--- config.mk ---
export PLATFORM = sky130hd
export DESIGN_NAME = mag_power_ctrl
export DESIGN_NICKNAME = d
export VERILOG_FILES = /design/src/rtl/mag_power_ctrl_pkg.sv /design/src/rtl/mag_duty_gen.sv /design/src/rtl/mag_power_ctrl.sv
export SDC_FILE = /design/constraint.sdc
export NUM_CORES = 1
export LEC_CHECK = 0
export ABC_AREA = 1
export BUFFER_PORTS_ARGS = -buffer_cell sky130_fd_sc_hd__clkbuf_2
export CORE_MARGIN = 5
export CORE_UTILIZATION = 31
export CTS_BUF_LIST = sky130_fd_sc_hd__clkbuf_4 sky130_fd_sc_hd__clkbuf_8
export DETAILED_ROUTE_END_ITERATION = 6
export PLACE_DENSITY = 0.48
export SLEW_MARGIN = 30
export SYNTH_ARGS = -nofsm -noshare
export SYNTH_HDL_FRONTEND = slang
export SYNTH_HIERARCHICAL = 1
export SYNTH_SLANG_ARGS = --single-unit
--- constraint.sdc ---
create_clock -name clk -period 1.8 [get_ports clk]
set_clock_uncertainty 0.05 [all_clocks]
set_input_delay 0.18 -clock clk [delete_from_list [all_inputs] [get_ports clk]]
set_output_delay 0.18 -clock clk [all_outputs]
set_load 0.05 [all_outputs]
--- src/rtl/mag_power_ctrl_pkg.sv ---
// Shared definitions for the magnetron power controller: FSM state encoding,
// default timing constants and a counter-width helper.
package mag_power_ctrl_pkg;

  typedef enum logic [1:0] {
    ST_IDLE  = 2'd0,
    ST_COOK  = 2'd1,
    ST_PAUSE = 2'd2,
    ST_DONE  = 2'd3
  } state_e;

  localparam int DEF_MAX_LEVEL   = 10;
  localparam int DEF_SLOT_CYCLES = 100;

  // Width needed to count 0..n-1, never less than one bit.
  function automatic int cnt_w(input int n);
    return (n > 1) ? $clog2(n) : 1;
  endfunction

endpackage

--- src/rtl/mag_duty_gen.sv ---
// Power-period timebase: cycles within a slot and slot index within a period.
// restart clears both counters and wins over run; otherwise they hold.
module mag_duty_gen
  import mag_power_ctrl_pkg::*;
#(
  parameter int  MAX_LEVEL   = DEF_MAX_LEVEL,
  parameter int  SLOT_CYCLES = DEF_SLOT_CYCLES,
  localparam int SLOT_W      = cnt_w(MAX_LEVEL)
) (
  input  logic              clk,
  input  logic              rst,
  input  logic              run,
  input  logic              restart,
  output logic [SLOT_W-1:0] slot_idx
);

  localparam int CYC_W = cnt_w(SLOT_CYCLES);

  logic [CYC_W-1:0]  cyc_q, cyc_d;
  logic [SLOT_W-1:0] slot_q, slot_d;

  always_comb begin
    cyc_d  = cyc_q;
    slot_d = slot_q;
    if (restart) begin
      cyc_d  = '0;
      slot_d = '0;
    end else if (run) begin
      if (cyc_q == CYC_W'(SLOT_CYCLES - 1)) begin
        cyc_d  = '0;
        slot_d = (slot_q == SLOT_W'(MAX_LEVEL - 1)) ? '0 : slot_q + SLOT_W'(1);
      end else begin
        cyc_d = cyc_q + CYC_W'(1);
      end
    end
  end

  // NOTE: state registers use non-blocking assignments so every flop samples
  // the pre-edge value of its neighbours, independent of block order.
  always_ff @(posedge clk) begin
    if (rst) begin
      cyc_q  <= '0;
      slot_q <= '0;
    end else begin
      cyc_q  <= cyc_d;
      slot_q <= slot_d;
    end
  end

  assign slot_idx = slot_q;

endmodule

--- src/rtl/mag_power_ctrl.sv ---
// Magnetron enable controller: cook/pause/done/clear FSM, latched power level
// and slot-based duty cycling, with a combinational door interlock on mag_on.
module mag_power_ctrl
  import mag_power_ctrl_pkg::*;
#(
  parameter int LEVEL_W     = 4,
  parameter int MAX_LEVEL   = DEF_MAX_LEVEL,
  parameter int SLOT_CYCLES = DEF_SLOT_CYCLES
) (
  input  logic               clk,
  input  logic               rst,
  input  logic               startn,
  input  logic               stopn,
  input  logic               clrn,
  input  logic               door_closed,
  input  logic               timer_done,
  input  logic [LEVEL_W-1:0] power_level,
  output logic               mag_on,
  output logic               cooking,
  output logic               paused,
  output logic               done
);

  localparam int SLOT_W = cnt_w(MAX_LEVEL);
  localparam int PWR_W  = $clog2(MAX_LEVEL + 1);
  localparam int CMP_W  = (LEVEL_W > PWR_W) ? LEVEL_W : PWR_W;

  state_e             state_q, state_d;
  logic [PWR_W-1:0]   pwr_q, pwr_d;
  logic               startn_q;
  logic               armed_q;
  logic               start_evt, start_ok;
  logic [CMP_W-1:0]   lvl_ext, max_ext;
  logic [PWR_W-1:0]   lvl_clamped;
  logic [SLOT_W-1:0]  slot_idx;
  logic               run, restart;

  // armed_q masks the first cycle after reset so a button held low through
  // reset cannot look like a fresh falling edge.
  assign start_evt = armed_q && startn_q && !startn;
  assign start_ok  = start_evt && door_closed && stopn && clrn && !timer_done;

  assign lvl_ext     = CMP_W'(power_level);
  assign max_ext     = CMP_W'(MAX_LEVEL);
  assign lvl_clamped = (lvl_ext > max_ext) ? PWR_W'(max_ext) : PWR_W'(lvl_ext);

  // NOTE: every variable driven here gets a default first, so no path leaves
  // it unassigned and no latch is inferred.
  always_comb begin
    state_d = state_q;
    pwr_d   = pwr_q;
    if (!clrn) begin
      state_d = ST_IDLE;
      pwr_d   = '0;
    end else begin
      unique case (state_q)
        ST_IDLE: begin
          if (start_ok && power_level != '0) begin
            state_d = ST_COOK;
            pwr_d   = lvl_clamped;
          end
        end
        ST_COOK: begin
          if (timer_done)                  state_d = ST_DONE;
          else if (!door_closed || !stopn) state_d = ST_PAUSE;
        end
        ST_PAUSE: begin
          if (timer_done)    state_d = ST_DONE;
          else if (start_ok) state_d = ST_COOK;
        end
        ST_DONE: state_d = ST_DONE;
        default: state_d = ST_IDLE;
      endcase
    end
  end

  // Counters restart on each entry to COOK and sit at zero in IDLE/DONE.
  assign run     = (state_q == ST_COOK);
  assign restart = (state_d == ST_COOK && state_q != ST_COOK) ||
                   (state_d == ST_IDLE) || (state_d == ST_DONE);

  always_ff @(posedge clk) begin
    if (rst) begin
      state_q  <= ST_IDLE;
      pwr_q    <= '0;
      startn_q <= 1'b1;
      armed_q  <= 1'b0;
    end else begin
      state_q  <= state_d;
      pwr_q    <= pwr_d;
      startn_q <= startn;
      armed_q  <= 1'b1;
    end
  end

  mag_duty_gen #(
    .MAX_LEVEL   (MAX_LEVEL),
    .SLOT_CYCLES (SLOT_CYCLES)
  ) u_duty (
    .clk      (clk),
    .rst      (rst),
    .run      (run),
    .restart  (restart),
    .slot_idx (slot_idx)
  );

  assign mag_on  = (state_q == ST_COOK) && (PWR_W'(slot_idx) < pwr_q) && door_closed;
  assign cooking = (state_q == ST_COOK);
  assign paused  = (state_q == ST_PAUSE);
  assign done    = (state_q == ST_DONE);

endmodule
Word level (Yosys, flattened, before mapping):

Index checks and enable logic that the tools add are counted.
W data, S select, Z words.

* input bits: 11
* memory bits (read-only): 0
* bits in writable memories: 0
* flip-flop bits (word level): 19
* latch bits: 0
* memories kept: 0

* reductions and logical operators: 24
* divide/modulo/power cells: 0
* multiplexer cells: 11
* $lt $le $gt $ge: 2
* bitwise gates (word level): 1
* $mul: 0
* add/subtract/negate cells: 2
* eq/ne operators: 8
* shifts and indexed selects: 0

Operator list (number)
* $mux W2: 6
* $logic_and A1 B1 Y1: 10
* $mux W4: 2
* $pmux W2 S4: 1
* $add A7 B1 Y7 const B: 1
* $eq A7 B7 Y1 const B: 1
* $mux W7: 1
* $eq A2 B2 Y1 const B: 3
* $add A4 B1 Y4 const B: 1
* $eq A2 B1 Y1 const B: 2
* $eq A4 B4 Y1 const B: 1
* $gt A4 B4 Y1 const B: 1
* $logic_not A1 Y1: 4
* $logic_not A2 Y1: 2
* $lt A4 B4 Y1: 1
* $reduce_and A2 Y1: 2
* $reduce_bool A4 Y1: 1
* $reduce_or A2 Y1: 2
* $logic_or A1 B1 Y1: 3
* $ne A2 B1 Y1 const B: 1
* $mux W1: 1
* $not A1 Y1: 1

Logic depth before layout (Yosys ltp):

* word-level depth: 15
* gate-level depth with buffers: 15

Cells and area by module:

Netlist, hierarchy kept.

By module, submodules not included
* mag_duty_gen: times used 1, cells an instance 89, area each 630.6 µm²
* mag_power_ctrl: times used 1, cells an instance 83, area each 559.3 µm²

Worst setup path before layout:

OpenSTA, ideal clock, no wires.

* kind: register to output
* start: reg pwr_q[1]
* end: out mag_on
* path buffers: 0
* stages on the path, launching flop included: 7
* data required time: 1570 ps
* data arrival time: 1589 ps
* setup slack: -19 ps
* cells stage by stage: dfxtp_1 inv_1 ha_1 o21a_1 o211ai_1 nand3_1 nor2_1

* cells in the longest elaborated chain, start to end: 3

RTL lines
* start, declared: RTL line mag_power_ctrl.sv:29 `logic [PWR_W-1:0] pwr_q, pwr_d;`
* start signal, assigned: RTL line mag_power_ctrl.sv:90 `pwr_q <= pwr_d;`
* $lt A4 B4 Y1: RTL line mag_power_ctrl.sv:107 `assign mag_on = (state_q == ST_COOK) && (PWR_W'(slot_idx) < pwr_q) && door_closed;`
* $logic_and A1 B1 Y1 (2 in series): RTL line mag_power_ctrl.sv:107
* end, declared: RTL line mag_power_ctrl.sv:18 `output logic mag_on,`

No other way between the ends.

Worst setup path in the final report:

* start: reg u_duty.slot_q[1], in the netlist u_duty/slot_idx[1]
* end: out mag_on

* cells in the longest elaborated chain, start to end: 3

RTL lines
* start, declared: RTL line mag_duty_gen.sv:20 `logic [SLOT_W-1:0] slot_q, slot_d;`
* start signal, assigned: RTL line mag_duty_gen.sv:46 `slot_q <= slot_d;`
* $lt A4 B4 Y1: RTL line mag_power_ctrl.sv:107
* $logic_and A1 B1 Y1 (2 in series): RTL line mag_power_ctrl.sv:107

No other way between the ends.

==> results.md <==
- Post-synthesis register bit count: 19
- Max Fclk: 590 MHz
- Ys Warns: 6
- Antenna-violating nets left: 0
- Worst-path clk slew: about 0.070 ns
- Drt first pass iters: 4
- R2R cell count: 14
- Rows: 22
- Critical Path Stages: 6
- FF+latch area: roughly 390 µm²
- Pwr dens: 557 nW/µm²
- Via density: 4.40
- Final GP Congestion: approximately 0.78
- Core area: 3690 µm²
- Hpwl dp: between 1500 and 2000 µm
- Worst Hold Class: input pin to register
- Residual DRC count: 0
- Largest net degree at the start of global routing: 12
- CTS buffer count: 3
- Rel. slew slack: 80.9%
- Port Buffers: 14
- Syn Inst Count: 172
- H-tree Lvls: 1
- Syn nets: 187
- Final setup fails: 0
- Area of the die: 5180 µm²
- Worst EP required: 1.57 ns
- Vias in the first global route: 978
- Core Util, Final: 38.2%
- Final Hold Fails: 0
- Fin Hold WS: 0.0971 ns
- Multi-input gate area: 693 µm²
- Fin cells: 239
- Die Width: 72.0 µm
- CP startpoint kind: register
- Placed insts: 234
- CTS tree: done
- Max VDD drop: approximately 0.18 mV
- Initial Util: around 32%
- CP bufs+invs: 1
- Nets: 207
- Sequential area share after synthesis: 32.0%
- Diodes inserted: 0
- Hold Crit Depth: 3
- Syn Area/Cell: 6.92 µm²
- Tmin final: 1.69 ns
- Area Overhead vs Synth: 18.4%
- Largest stage delay, worst path: 0.37 ns
- First-pass GRT wire length: 4240 µm
- Status: completed
- GRT Total Usage: between 10% and 20%
- Clock root cell: clkbuf_8
- CTS max path bufs: 2
- Post-Route WL: 2390 µm
- Insertion delay to the later sink of the worst-skew pair: 0.26 ns
- # IOs: 15
- Vias after detailed routing: 1,051
- Max FO, Critical Path: 4
- Cell family with most CP delay: flip-flops
- Wire length per cell: about 10 µm
- Cell Area, Placed: 1320 µm²
- Die H: roughly 72 µm
- Layout cells sized above 1: 27.7%
- Critical Path End Type: output port
- RSZ-0062 raised after global routing: true
- FF-to-FF Start: state_q[0]$_SDFF_PP0_
- Worst slew pin tran: 0.283 ns
- Count of unique library cells instantiated by Yosys: 27
- Final Cell Area: 1410 µm²
- Initial antenna violation count: 0
- Crit path from: u_duty/slot_idx[1]$_SDFFE_PP0P_
- Cells along the critical path: ha_4 > o21a_1 > o211ai_1 > nand3_1 > nor2_2 > buf_8
- Final period util: 94.1%
- Leakage power figure: between 0.6 and 0.7 nW
- Setup CP Type: register to output port
- Initial drt markers: 81
- Max-cap viol count: 0
- Hold_sp: startn
- Slew Limit Fails: 0
- Slowest CP cell: dfxtp_2
- Sink Count: 19
- Synthesized area: between 1000 and 1500 µm²
- Critical Path AT: roughly 1.5 ns
- Fillers: 408
- Overflow after GRT: 0
==> cell usage in the layout (no fill, tap or decap), types with 4 or more instances in the layout <==
cell	n
clkbuf_2	13
o21ai_0	4
inv_1	26
nand2_2	5
nand3_1	10
dfxtp_1	15
nor3_1	4
nor2_4	6
nand4_1	6
nor2_1	22
inv_2	7
nand2_1	35
a21oi_1	5
==> sequential cells by signal (all words and copies together) (netlist names) <==
name,cells
startn_q,1
pwr_q,4
armed_q,1
state_q,2
u_duty/cyc_q,7
u_duty/slot_idx,4
==> final cells by class <==
| type | count | area share (%) |
|---|---|---|
| well taps | 48 | 4.26 |
| clock buffers | 4 | 3.46 |
| repair buffers | 16 | 6.75 |
| flip-flops and latches | 19 | 27.5 |
| inverters | 33 | 8.79 |
| multi-input cells | 119 | 49.2 |
==> power breakdown <==
part,internal (W),switching [W]
Clock,0.000173,0.000145
Sequential,0.000421,0.000000924
Combinational,0.0000165,0.0000293
Total,0.000610,0.000175
==> cell families (layout without fill, tap and decap cells) <==
family	Yosys count	count (layout)	share of synthesized area (%)
flops	19	19	32.0
buf+inv	34	53	11.0
xor+xnor	1	1	0.736
compound gates	16	16	7.89
simple gates	98	98	44.2
fa+ha+maj	4	4	4.21
==> through the flow <==
| step | total power, W | setup WS (ns) | TNS (ns) |
|---|---|---|---|
| final | 0.000785 | 0.105 | 0 |
| after floorplan | 0.000458 | 0.0179 | 0 |
| after global placement | 0.000478 | 0.0867 | 0 |
| after global routing | 0.000823 | -0.0229 | -0.0330 |
| after detailed placement | 0.000480 | 0.0766 | 0 |
| after CTS | 0.000801 | 0.0235 | 0 |
==> synth_stat cells <==
master	number	area, µm²
nor3_2	3	30.0
o21a_1	1	7.51
o21ai_1	2	10.0
o211ai_1	1	7.51
nand2_1	35	131
ha_1	4	50.1
nor3_1	4	20.0
nor2_1	23	86.3
xor2_1	1	8.76
nand2_4	1	11.3
o21ai_0	4	20.0
buf_4	1	7.51
nand4_4	1	21.3
o21ai_2	1	8.76
a21boi_0	1	7.51
or2_1	1	6.26
a21boi_1	1	7.51
inv_2	6	22.5
dfxtp_1	19	380
nand2_8	1	20.0
nand3_1	10	50.1
inv_1	27	101
nand4_1	6	37.5
nor2_4	6	67.6
nor2_2	2	12.5
a21oi_1	5	25.0
nand2_2	5	31.3
==> per-layer routing <==
layer	global-route usage [%]	share of wire, %
met1	14.2	49
met4	3.76	1.1
met2	15.2	46
met3	2.08	3.7
met5	0	0
==> what timing repair did <==
action                     CTS  global route
gates cloned                 0             0
buffers inserted             0             1
hold buffers                 0             0
pin swaps                    4             4
setup endpoints to repair    1            11
gates resized for setup      6             4
==> path summary, 6_finish.rpt <==
kind	to	slack (ns)
worst max-delay path	mag_on	0.11
worst min-delay path	startn_q$_SDFF_PP1_	0.1
worst max register to register	u_duty/slot_idx[3]$_SDFFE_PP0P_	0.18
worst min register to register	pwr_q[1]$_SDFFE_PP0P_	0.43
==> tightest hold or removal path, cell delays in order <==
cell      delay, ns
clkbuf_2       0.09
inv_1          0.06
nand2_1        0.05
Power figures use the tool's default switching activity.
